**src/rtl/mem_arbiter.sv**
```systemverilog
// Two-requester arbiter sharing one block memory port between the I-cache and D-cache.
// The winning request is latched on grant and held until mem_ready; ties alternate round-robin.
module mem_arbiter #(
  parameter int unsigned ADDR_W = 28,
  parameter int unsigned DATA_W = 128
) (
  input  logic              clk,
  input  logic              proc_reset,
  // instruction cache side
  input  logic              i_mem_read,
  input  logic [ADDR_W-1:0] i_mem_addr,
  output logic [DATA_W-1:0] i_mem_rdata,
  output logic              i_mem_ready,
  // data cache side
  input  logic              d_mem_read,
  input  logic              d_mem_write,
  input  logic [ADDR_W-1:0] d_mem_addr,
  input  logic [DATA_W-1:0] d_mem_wdata,
  output logic [DATA_W-1:0] d_mem_rdata,
  output logic              d_mem_ready,
  // memory side
  output logic              mem_read,
  output logic              mem_write,
  output logic [ADDR_W-1:0] mem_addr,
  output logic [DATA_W-1:0] mem_wdata,
  input  logic [DATA_W-1:0] mem_rdata,
  input  logic              mem_ready,
  output logic [1:0]        grant
);

  typedef enum logic [1:0] {
    IDLE    = 2'd0,
    SERVE_I = 2'd1,
    SERVE_D = 2'd2
  } state_e;

  localparam logic [1:0] GRANT_NONE = 2'b00;
  localparam logic [1:0] GRANT_I    = 2'b01;
  localparam logic [1:0] GRANT_D    = 2'b10;

  state_e              state_q, state_d;
  logic                last_d_q, last_d_d;
  logic [1:0]          grant_q, grant_d;
  logic                rd_q, rd_d;
  logic                wr_q, wr_d;
  logic [ADDR_W-1:0]   addr_q, addr_d;
  logic [DATA_W-1:0]   wdata_q, wdata_d;
  logic                i_ready_c, d_ready_c;
  logic                i_req_c, d_req_c;
  logic                pick_i_c, pick_d_c;

  assign i_req_c  = i_mem_read;
  assign d_req_c  = d_mem_read | d_mem_write;
  // On a tie the side that did not win last time gets the port.
  assign pick_i_c = i_req_c & (~d_req_c | last_d_q);
  assign pick_d_c = d_req_c & (~i_req_c | ~last_d_q);

  // State and request registers.
  always_ff @(posedge clk) begin
    if (proc_reset) begin
      state_q  <= IDLE;
      last_d_q <= 1'b1;
      grant_q  <= GRANT_NONE;
      rd_q     <= 1'b0;
      wr_q     <= 1'b0;
      addr_q   <= '0;
      wdata_q  <= '0;
    end else begin
      state_q  <= state_d;
      last_d_q <= last_d_d;
      grant_q  <= grant_d;
      rd_q     <= rd_d;
      wr_q     <= wr_d;
      addr_q   <= addr_d;
      wdata_q  <= wdata_d;
    end
  end

  // Next-state, request capture and response steering.
  always_comb begin
    state_d   = state_q;
    last_d_d  = last_d_q;
    grant_d   = grant_q;
    rd_d      = rd_q;
    wr_d      = wr_q;
    addr_d    = addr_q;
    wdata_d   = wdata_q;
    i_ready_c = 1'b0;
    d_ready_c = 1'b0;

    unique case (state_q)
      IDLE: begin
        if (pick_i_c) begin
          state_d = SERVE_I;
          grant_d = GRANT_I;
          rd_d    = 1'b1;
          wr_d    = 1'b0;
          addr_d  = i_mem_addr;
          wdata_d = '0;
        end else if (pick_d_c) begin
          state_d = SERVE_D;
          grant_d = GRANT_D;
          rd_d    = ~d_mem_write;
          wr_d    = d_mem_write;
          addr_d  = d_mem_addr;
          wdata_d = d_mem_wdata;
        end
      end
      SERVE_I: begin
        if (mem_ready) begin
          i_ready_c = 1'b1;
          last_d_d  = 1'b0;
          state_d   = IDLE;
          grant_d   = GRANT_NONE;
          rd_d      = 1'b0;
          wr_d      = 1'b0;
        end
      end
      SERVE_D: begin
        if (mem_ready) begin
          d_ready_c = 1'b1;
          last_d_d  = 1'b1;
          state_d   = IDLE;
          grant_d   = GRANT_NONE;
          rd_d      = 1'b0;
          wr_d      = 1'b0;
        end
      end
      default: begin
        state_d = IDLE;
        grant_d = GRANT_NONE;
        rd_d    = 1'b0;
        wr_d    = 1'b0;
      end
    endcase
  end

  assign mem_read    = rd_q;
  assign mem_write   = wr_q;
  assign mem_addr    = addr_q;
  assign mem_wdata   = wdata_q;
  assign grant       = grant_q;
  assign i_mem_ready = i_ready_c;
  assign d_mem_ready = d_ready_c;
  assign i_mem_rdata = mem_rdata;
  assign d_mem_rdata = mem_rdata;

endmodule

```
**config.mk**
```make
export PLATFORM = sky130hd
export DESIGN_NAME = mem_arbiter
export DESIGN_NICKNAME = d
export VERILOG_FILES = /design/src/rtl/mem_arbiter.sv
export SDC_FILE = /design/constraint.sdc
export NUM_CORES = 1
export LEC_CHECK = 0
export CELL_PAD_IN_SITES_DETAIL_PLACEMENT = 1
export CELL_PAD_IN_SITES_GLOBAL_PLACEMENT = 1
export CORE_AREA = 2 2 288 290
export DETAILED_ROUTE_END_ITERATION = 16
export DIE_AREA = 0 0 290 292
export GPL_TIMING_DRIVEN = 0
export HOLD_SLACK_MARGIN = 0.1
export PLACE_DENSITY = 0.39
export SLEW_MARGIN = 20
export SYNTH_ARGS = -nofsm -noshare
export SYNTH_HDL_FRONTEND = slang
export SYNTH_SLANG_ARGS = --single-unit
```
**constraint.sdc**
```tcl
create_clock -name clk -period 1.7 [get_ports clk]
set_clock_uncertainty 0.05 [all_clocks]
set_input_delay 0.34 -clock clk [delete_from_list [all_inputs] [get_ports clk]]
set_output_delay 0.34 -clock clk [all_outputs]
set_load 0.03 [all_outputs]
```
==> metrics.cfg <==
[worst_hold_path]
hold_start = i_mem_read
hold_end = mem_read$_SDFFE_PP0P_
min_path_type = input port to flop
min_delay_path_depth = 3

[finish]
final_nets = 1691
fin_area_sq_um = 15750
multi_input_area_sq_um = 2026
final_cells = 2457
seqCellArea_sq_um = 3231
final_layout_size_suffix_gt1_frac = 0.2914
fillers = 9453
utilization = 0.1930
synthToLayoutAreaGrowth_pct = 109.4

[sta]
hold_viol = 0
post-route-period-util = 1.022
max_freq_mhz = 575.5
rsz0062_at_grt = yes
setup_slack_ns = -0.03775
drv_slew = 0
slew_headroom = 0.5386
tightest_slew_ns = 0.6921
setup_viol = 2
tns_ns = -0.04388
fin_crit_ns = 1.738

[place]
hpwl_um = 36790
port_buffers = 606
dp.cells = 2410
placed_area_sq_um = 14930
place.gp.congestion = 0.7503

[worst_setup_path]
startpoint_type = flop
rr_worst_depth = 7
r2r_slack_ns = 0.02
crit_fanout = 3
cp_data_arrival_time_ns = 1.35
crit_type = flop to output port
r2r_end = mem_wdata[102]$_SDFFE_PP0P_
timing.rr.start = grant[0]$_SDFFE_PP0P_
endpoint_kind = output port
required_ns = 1.31

[global_routing]
grt_overflow = 0
grtUsageTotal = 0.1013
grt_antenna_before_repair = 9
first_global_vias = 8462
grt_max_degree = 19
grt_pass1_wl_um = 61810

[yosys]
syn_inst = 734
synth_top_area_cell = dfxtp_1
syn_area_per_cell_sq_um = 10.24
synth-simple-area-share = 0.04309
synth_mux_area_frac = 0
ys_seq_area_frac = 0.4286
yosys_most_used_dff = dfxtp_1
synth_edf_count = 0
synth-xor-area-share = 0
synth_top_family_by_area = buffers and inverters
synth_compound_area_frac = 0.2116
synthAdderAreaFrac = 0.004992
ys_ff_latch = 161
synth-async-reset-ratio = 0
yosys_warnings = 0
netlist_area_sq_um = 7520
synthTopCellsByArea = dfxtp_1 (43%), buf_4 (26%), a22o_1 (15%), buf_6 (3.6%), a311oi_1 (3.3%)
synthesis.nets = 1055
synth_top_area_frac = 0.4286
yosysMostFrequentCell = buf_4
synth_cell_types = 30
synthTopCellsByCount = buf_4 (259), dfxtp_1 (161), a22o_1 (128)

[clock_tree]
clock_latency_ns = 0.47
cts_tree = yes
path_clk_slew_ns = 0.08
cts_sinks = 161
cts_buffer_depth = 2
cts-buffers-inserted = 17
cts-root-buf = clkbuf_16
htree_num_levels = 4
cts_hold_buffers = 0

[floorplanning]
initial_core_util = 0.09217
die_x_um = 290
die-area_sq_um = 84680
core_sq_um = 81580
num_rows = 105
die_height_um = 292
io_pins = 736

[power_and_ir_drop]
peakVddDrop_mv = 0.5785
p_per_area_nw_per_um2 = 838.8
cellLeakagePower_nw = 6.749

[route]
vias = 7737
drt-wirelength-per-cell_um = 18.15
drc_errors = 0
drt_wl_total_um = 44580
viasPerCell = 3.149
drtPass1Iterations = 4
route.antenna.remaining_nets = 0
first_iter_violations = 216

[outcome]
violations = negative setup slack
status = finished, violations left

[flow_run]
drv_cap = 0

[area by class of cell]
cell class	instances	share of cell area
Timing Repair Buffer	619	0.3871
Sequential cell	161	0.2051
Buffer	303	0.1552
Multi-Input combinational cell	264	0.1286
Tap cell	1070	0.08501
Clock buffer	17	0.02701
Clock inverter	15	0.01017
Inverter	4	0.001112
Antenna cell	4	0.0006356
[registers in the layout (all words and copies together) (netlist names)]
| signal | count |
|---|---|
| mem_write | 1 |
| mem_addr | 28 |
| mem_read | 1 |
| last_d_q | 1 |
| grant | 2 |
| mem_wdata | 128 |
[routing by layer]
| metal | part of all wire | wire length (um) | GRT usage | vias to the layer above |
|---|---|---|---|---|
| met5 | 0.0012 | 53 | 0 | - |
| met3 | 0.11 | 4989 | 0.05587 | 37 |
| met2 | 0.52 | 23170 | 0.1820 | 412 |
| met4 | 0.016 | 692 | 0.03265 | 10 |
| met1 | 0.35 | 15680 | 0.09839 | 3642 |
| li1 | - | - | - | 3636 |
[stage by stage]
| stage | power (mW) | setup WS, ns | hold slack, ns |
|---|---|---|---|
| 3_5_place_dp | 9.362 | -0.8282 | 0.4141 |
| 5_1_grt | 13.96 | -0.1152 | 0.2937 |
| 6_report | 13.21 | -0.03775 | 0.2960 |
| 2_1_floorplan | 7.024 | 0.06447 | 0.4155 |
| 4_1_cts | 13.43 | -0.1361 | 0.2434 |
| 3_3_place_gp | 9.352 | -0.8382 | 0.4099 |
[where the power goes]
| group | leakage [nW] | switching [mW] | internal (mW) |
|---|---|---|---|
| sequential | 1.32 | 0.200 | 4.13 |
| combinational | 5.14 | 2.64 | 2.21 |
| clock | 0.291 | 2.05 | 1.98 |
| total | 6.75 | 4.89 | 8.32 |
[timing repair]
action | in CTS | in global routing
pin swaps | 2 | 3
gates cloned | 0 | 7
buffers inserted | 3 | 3
endpoints found under the setup margin | 297 | 167
resized for setup | 286 | 69
[cell usage in the layout, fill, tap and decap left out, drive strengths merged, types with 2 or more instances in the layout]
master / n
a22o: 128
a311oi: 28
a32o: 4
buf: 307
clkbuf: 47
clkdlybuf4s15: 44
clkdlybuf4s50: 441
clkinv: 5
dfxtp: 161
diode: 4
dlygate4sd2: 98
ha: 3
inv: 14
nand2: 3
nand2b: 2
nand3: 28
nor2: 29
o21ai: 28
[critical path, cell delays in order, from the launching register on]
cell and delay, ns:
dfxtp_2 0.34, buf_6 0.12, ha_4 0.14, and2_4 0.14, buf_8 0.13
[cell families (layout without fill, tap and decap cells)]
kind of cell,Yosys count,count (layout)
AO/OA/AOI/OAI,193,193
adder cells (fa/ha/maj),3,3
buffers and inverters,309,958
flip-flops,161,161
other,0,4
AND/OR/NAND/NOR,68,68
[worst max-delay path by stage]
stage	start	end	slack, ns	depth (start not counted)
floorplan	grant[0]$_SDFFE_PP0P_	mem_wdata[103]$_SDFFE_PP0P_	0.06	7
global placement	proc_reset	mem_addr[23]$_SDFFE_PP0P_	-0.84	4
detailed placement	proc_reset	mem_addr[19]$_SDFFE_PP0P_	-0.83	4
CTS	grant[1]$_SDFFE_PP0P_	d_mem_ready	-0.14	4
global route	grant[1]$_SDFFE_PP0P_	d_mem_ready	-0.12	4
finish	grant[1]$_SDFFE_PP0P_	d_mem_ready	-0.04	4
No activity file was read; power rests on OpenSTA's default activity.
